--- config.mk ---
export PLATFORM = sky130hd
export DESIGN_NAME = scarv_cop_aes_word_seq
export DESIGN_NICKNAME = d
export VERILOG_FILES = /design/src/rtl/scarv_cop_aes_pkg.sv /design/src/rtl/scarv_cop_aes_sbox.sv /design/src/rtl/scarv_cop_aes_word_seq.sv
export SDC_FILE = /design/constraint.sdc
export NUM_CORES = 1
export LEC_CHECK = 0
export CORE_ASPECT_RATIO = 2
export CORE_MARGIN = 3
export CORE_UTILIZATION = 35
export CTS_CLUSTER_DIAMETER = 60
export CTS_CLUSTER_SIZE = 20
export DETAILED_ROUTE_END_ITERATION = 10
export DONT_BUFFER_PORTS = 1
export GPL_ROUTABILITY_DRIVEN = 0
export PLACE_DENSITY_LB_ADDON = 0.08
export SLEW_MARGIN = 10
export SYNTH_ARGS = -nofsm -noshare
export SYNTH_HDL_FRONTEND = slang
export SYNTH_SLANG_ARGS = --single-unit
export TNS_END_PERCENT = 1
--- constraint.sdc ---
create_clock -name g_clk -period 49.9 [get_ports g_clk]
set_input_delay 2.495 -clock g_clk [delete_from_list [all_inputs] [get_ports g_clk]]
set_output_delay 2.495 -clock g_clk [all_outputs]
set_load 0.02 [all_outputs]
--- src/rtl/scarv_cop_aes_pkg.sv ---
// Shared encodings for the coprocessor AES word sequencer.
// Latency: n/a (types, constants and a constant function only).
// Backpressure: n/a.
package scarv_cop_aes_pkg;

    typedef enum logic [1:0] {
        AES_OP_SUB    = 2'd0,
        AES_OP_INVSUB = 2'd1,
        AES_OP_SUBROT = 2'd2,
        AES_OP_RSVD   = 2'd3
    } aes_op_e;

    typedef enum logic [1:0] {
        ST_IDLE = 2'd0,
        ST_BUSY = 2'd1,
        ST_DONE = 2'd2
    } aes_state_e;

    // Beats needed to push four bytes through the given number of S-box lanes.
    function automatic int unsigned aes_beats(input int unsigned lanes);
        return (lanes == 0) ? 0 : 4 / lanes;
    endfunction

endpackage

--- src/rtl/scarv_cop_aes_sbox.sv ---
// Single-byte AES S-box, forward or inverse, built from GF(2^8) inversion plus affine maps.
// Latency: purely combinational.
// Backpressure: none; the output follows the input every cycle.
module scarv_cop_aes_sbox (
    input  logic [7:0] in_byte,
    input  logic       inv,
    output logic [7:0] out_byte
);

    function automatic logic [7:0] rotl8(input logic [7:0] x, input int n);
        return (x << n) | (x >> (8 - n));
    endfunction

    // Multiply modulo x^8 + x^4 + x^3 + x + 1.
    function automatic logic [7:0] gf_mul(input logic [7:0] a, input logic [7:0] b);
        logic [7:0] p;
        logic [7:0] aa;
        p  = 8'h00;
        aa = a;
        for (int i = 0; i < 8; i++) begin
            if (b[i]) p = p ^ aa;
            aa = {aa[6:0], 1'b0} ^ (aa[7] ? 8'h1B : 8'h00);
        end
        return p;
    endfunction

    // x^254 is the multiplicative inverse (and maps 0 to 0).
    function automatic logic [7:0] gf_inv(input logic [7:0] x);
        logic [7:0] x2, x3, x6, x12, x15, x30, x60, x120, x240, x252;
        x2   = gf_mul(x, x);
        x3   = gf_mul(x2, x);
        x6   = gf_mul(x3, x3);
        x12  = gf_mul(x6, x6);
        x15  = gf_mul(x12, x3);
        x30  = gf_mul(x15, x15);
        x60  = gf_mul(x30, x30);
        x120 = gf_mul(x60, x60);
        x240 = gf_mul(x120, x120);
        x252 = gf_mul(x240, x12);
        return gf_mul(x252, x2);
    endfunction

    function automatic logic [7:0] aff_fwd(input logic [7:0] x);
        return x ^ rotl8(x, 1) ^ rotl8(x, 2) ^ rotl8(x, 3) ^ rotl8(x, 4) ^ 8'h63;
    endfunction

    function automatic logic [7:0] aff_inv(input logic [7:0] x);
        return rotl8(x, 1) ^ rotl8(x, 3) ^ rotl8(x, 6) ^ 8'h05;
    endfunction

    logic [7:0] pre_byte;
    logic [7:0] inv_byte;

    // Forward: invert then affine. Inverse: undo affine then invert.
    always_comb begin
        pre_byte = inv ? aff_inv(in_byte) : in_byte;
        inv_byte = gf_inv(pre_byte);
        out_byte = inv ? inv_byte : aff_fwd(inv_byte);
    end

endmodule

--- src/rtl/scarv_cop_aes_word_seq.sv ---
// Streams a 32-bit word through LANES shared S-boxes for SubWord / InvSubWord / SubWord(RotWord).
// Latency: result valid 4/LANES cycles after the accept edge; reserved op reports after 1 cycle.
// Backpressure: result held in DONE until out_ready; no new request accepted until then.
module scarv_cop_aes_word_seq #(
    parameter int LANES = 1
) (
    input  logic        g_clk,
    input  logic        g_reset,
    input  logic        in_valid,
    output logic        in_ready,
    input  logic [1:0]  in_op,
    input  logic [31:0] in_word,
    input  logic        flush,
    output logic        out_valid,
    input  logic        out_ready,
    output logic [31:0] out_word,
    output logic        out_err
);
    import scarv_cop_aes_pkg::*;

    localparam int unsigned BEATS     = aes_beats(LANES);
    localparam logic [1:0]  LAST_BEAT = 2'(BEATS - 1);

    if (LANES != 1 && LANES != 2 && LANES != 4) begin : g_bad_lanes
        $error("scarv_cop_aes_word_seq: LANES must be 1, 2 or 4");
    end

    aes_state_e  state_q, state_d;
    logic [1:0]  beat_q, beat_d;
    aes_op_e     op_q, op_d;
    logic [31:0] opnd_q, opnd_d;
    logic [31:0] res_q, res_d;
    logic        err_q, err_d;

    logic [1:0]  lane_pos [LANES];
    logic [7:0]  lane_in  [LANES];
    logic [7:0]  lane_out [LANES];
    logic        sbox_inv;

    assign sbox_inv = (op_q == AES_OP_INVSUB);

    for (genvar k = 0; k < LANES; k++) begin : g_lane
        // Byte slot handled by this lane on the current beat (beat*LANES+k, always < 4;
        // with four lanes the beat term wraps to zero, which is the only beat there is).
        assign lane_pos[k] = beat_q * 2'(LANES) + 2'(k);
        // A reserved op passes through BUSY with the S-box inputs parked at zero.
        assign lane_in[k]  = err_q ? 8'h00 : opnd_q[{lane_pos[k], 3'b000} +: 8];

        scarv_cop_aes_sbox u_sbox (
            .in_byte  (lane_in[k]),
            .inv      (sbox_inv),
            .out_byte (lane_out[k])
        );
    end

    // Next-state logic: accept, beat sequencing, handoff; flush overrides everything.
    always_comb begin
        state_d = state_q;
        beat_d  = beat_q;
        op_d    = op_q;
        opnd_d  = opnd_q;
        res_d   = res_q;
        err_d   = err_q;
        if (flush) begin
            state_d = ST_IDLE;
            beat_d  = 2'd0;
            res_d   = 32'h0;
            err_d   = 1'b0;
        end else begin
            case (state_q)
                ST_IDLE: begin
                    if (in_valid) begin
                        op_d   = aes_op_e'(in_op);
                        opnd_d = (in_op == AES_OP_SUBROT) ? {in_word[7:0], in_word[31:8]} : in_word;
                        res_d  = 32'h0;
                        err_d  = (in_op == AES_OP_RSVD);
                        // Reserved op spends exactly one cycle in BUSY, writing nothing.
                        beat_d  = (in_op == AES_OP_RSVD) ? LAST_BEAT : 2'd0;
                        state_d = ST_BUSY;
                    end
                end
                ST_BUSY: begin
                    if (!err_q) begin
                        for (int k = 0; k < LANES; k++) begin
                            res_d[{lane_pos[k], 3'b000} +: 8] = lane_out[k];
                        end
                    end
                    beat_d = beat_q + 2'd1;
                    if (beat_q == LAST_BEAT) state_d = ST_DONE;
                end
                ST_DONE: begin
                    if (out_ready) state_d = ST_IDLE;
                end
                default: state_d = ST_IDLE;
            endcase
        end
    end

    // State, counter, operand and result registers with synchronous reset.
    always_ff @(posedge g_clk) begin
        if (g_reset) begin
            state_q <= ST_IDLE;
            beat_q  <= 2'd0;
            op_q    <= AES_OP_SUB;
            opnd_q  <= 32'h0;
            res_q   <= 32'h0;
            err_q   <= 1'b0;
        end else begin
            state_q <= state_d;
            beat_q  <= beat_d;
            op_q    <= op_d;
            opnd_q  <= opnd_d;
            res_q   <= res_d;
            err_q   <= err_d;
        end
    end

    assign in_ready  = (state_q == ST_IDLE) && !g_reset;
    assign out_valid = (state_q == ST_DONE);
    assign out_word  = res_q;
    assign out_err   = err_q;

endmodule

==> metrics.yaml <==
sta:
  slew_headroom_pct: 21.4
  finalSetupViolCount: 0
  hold_violations: 0
  fin_skew_ps: 9.27
  fin_crit_sh_pct: 47.8
  fin_hold_ws_ps: 493
  setup_tns_ps: 0
  fmax_mhz: 41.9
  tightest_slew_ps: 1180
  drv_slew: 0
  period_minus_slack_ps: 23880
  rsz0062_at_grt: "no"
worst_setup_path:
  arrival_ps: 24080
  critical_path.slowest_cell: "xor3_1"
  crit_type: "reg2reg"
  reg2reg_from: "beat_q[1]"
  cp-start-kind: "flip-flop"
  r2r_end: "out_word[18]"
  max_stage_delay_ps: 800
  end_kind: "flip-flop"
  crit_buf_inv: 9
  cp.required_ps: 50110
  cp.depth: 73
  crit_path_start: "beat_q[1]"
  path_delay_family: "XOR/XNOR gates"
  reg2reg_depth: 73
  crit_fanout: 22
  path_common_cell: "xnor2_1"
  ff2ff_setup_slack_ps: 26020
hold_path:
  min_to: "opnd_q[27]"
  hold_depth: 2
  hold_path.class: "reg2reg"
  min_from: "opnd_q[27]"
clock_network:
  hold_buffers: 0
  cts_max_level: 3
  clk_path_buf_depth: 2
  cts_setup_buffers: 0
  path_clk_slew_ps: 60
  tritoncts: "yes"
  insertion_delay_ps: 340
  cts_sinks: 71
  clockRootBuffer: "clkbuf_16"
  numCtsBuffers: 9
  cts_resized: 0
die:
  coreArea_um2: 44600
  die_x_um: 157
  ios: 74
  die_h_um: 307
  die_area_um2: 48200
  row_count: 109
  initial_utilization_pct: 35.7
synthesis:
  ys_seq_area_share_pct: 8.94
  yosysUniqueCellTypes: 104
  yosys.area.top_type_share_pct: 14.5
  synthXorXnorAreaFrac_pct: 42.0
  syn_inst: 1969
  synth_edf_count: 0
  ys_ff_latch: 71
  synth_compound_area_share_pct: 16.8
  synth_top_family_by_area: "XOR/XNOR gates"
  synth_area_leaders: "xnor2_1 15%, xnor3_1 10%, dfxtp_1 8.9%"
  syn-cell-area_um2: 15900
  synth_mux_area_share_pct: 5.33
  synthSimpleGateAreaFrac_pct: 21.5
  ys.flop_type: "dfxtp_1"
  synth_fa_ha_area_share_pct: 0.865
  yosysTopAreaCell: "xnor2_1"
  yosys_warnings: 0
  synth_nets: 2019
  async_reset_ff_share_pct: 0
  avgSynthCellArea_um2: 8.08
layout:
  n_antenna_cell: 0
  final_common_cell: "xnor2_1"
  design_area_um2: 16700
  fin_cells: 2453
  layout-drive-gt1-share_pct: 10.7
  layout_common_cells: "261 x xnor2_1, 259 x nand2_1, 233 x nor2_1"
  nets: 1943
  layout.filler_cells: 4642
  area_growth_pct: 4.73
routing:
  dr.first_iter.drc_count: 870
  viasPerCell: 5.61
  via_count: 13800
  routedWlPerCell_um: 21.9
  drtAntennaViolNets: 0
  firstDrtPassIters: 7
  route.detailed.drc: 0
  wl_mm: 53.8
place:
  dpl_cell_area_um2: 16300
  port_buffers: 0
  dp.cells: 2437
  dp_hpwl_mm: 43.2
global_routing:
  grt_overflow: 0
  antenna_found_initial: 0
  grtUsageTotal_pct: 21.8
  grt_pass1_vias: 13800
  grt_pass1_wl_mm: 81.9
  grt_max_degree: 65
flow_run:
  drv_cap: 0
status:
  status: "finished, final reports clean"
[stage by stage]
step	util, %	setup WS, ps
after CTS	37.3	25940
after floorplan	-	29670
final	37.3	26020
after detailed placement	36.6	26050
after global placement	36.6	26070
after global routing	37.3	24530
[synthesized netlist by cell type (all sizes together) (6+ instances only)]
| cell type | number |
|---|---|
| nor4 | 10 |
| o2bb2ai | 6 |
| nand2b | 18 |
| o21ai | 95 |
| mux4 | 8 |
| ha | 11 |
| or3 | 15 |
| mux2i | 53 |
| nand2 | 260 |
| nand3 | 63 |
| mux2 | 11 |
| xor3 | 21 |
| nand4 | 11 |
| buf | 55 |
| a211oi | 10 |
| o311a | 6 |
| inv | 31 |
| a31oi | 8 |
| nor2 | 239 |
| and2 | 17 |
| a32oi | 9 |
| o211ai | 18 |
| xor2 | 106 |
| nor3b | 9 |
| dfxtp | 71 |
| and3 | 7 |
| xnor2 | 313 |
| nor3 | 60 |
| a311oi | 36 |
| nor2b | 22 |
| a21oi | 78 |
| o21a | 11 |
| o22ai | 15 |
| o31ai | 13 |
| clkbuf | 73 |
| a22oi | 10 |
| xnor3 | 82 |
| a21o | 10 |
| or2 | 6 |
[state kept, by name, summed over array words and instances (netlist names)]
name,flops
out_word,32
opnd_q,32
op_q,2
out_err,1
beat_q,2
state_q,2
[logic make-up after synthesis]
kind of cell,Yosys count
simple gates,754
xor+xnor,522
compound gates,380
buf+inv,159
mux,72
flops,71
fa+ha+maj,11
[cell type report]
class / instances / area [um^2] / share of cell area, %
flip-flops and latches: 71 / 1420 / 8.53
well taps: 555 / 694 / 4.17
multi-input cells: 1739 / 13800 / 82.8
clock buffers: 9 / 225 / 1.35
repair buffers: 41 / 308 / 1.85
clock inverters: 7 / 103 / 0.616
inverters: 31 / 121 / 0.729
[worst max path at each step]
stage	end	slack, ps
after floorplan	out_word[14]	29670
after global routing	out_word[18]	24530
final	out_word[18]	26020
after detailed placement	out_word[18]	26050
after global placement	out_word[2]	26070
after CTS	out_word[18]	25940
[worst register-to-register path: cells and delay by family, from the launching register on]
family,cells,cell delay (ps)
compound gates,8,1640
simple gates,9,1680
fa+ha+maj,6,2260
buf+inv,9,2130
mux,3,1080
flops,1,700
xor+xnor,38,14230
[per-layer routing]
layer	global-route usage (%)	up-vias	wire length (um)
met5	0	-	0
li1	-	6728	-
met3	1.31	112	1190
met1	19.7	6608	17400
met4	10.0	0	2800
met2	46.6	318	32400
Power is left out: the tool's default activity adds up to more than one toggle a clock period on the data nets, which glitch-free logic cannot reach.
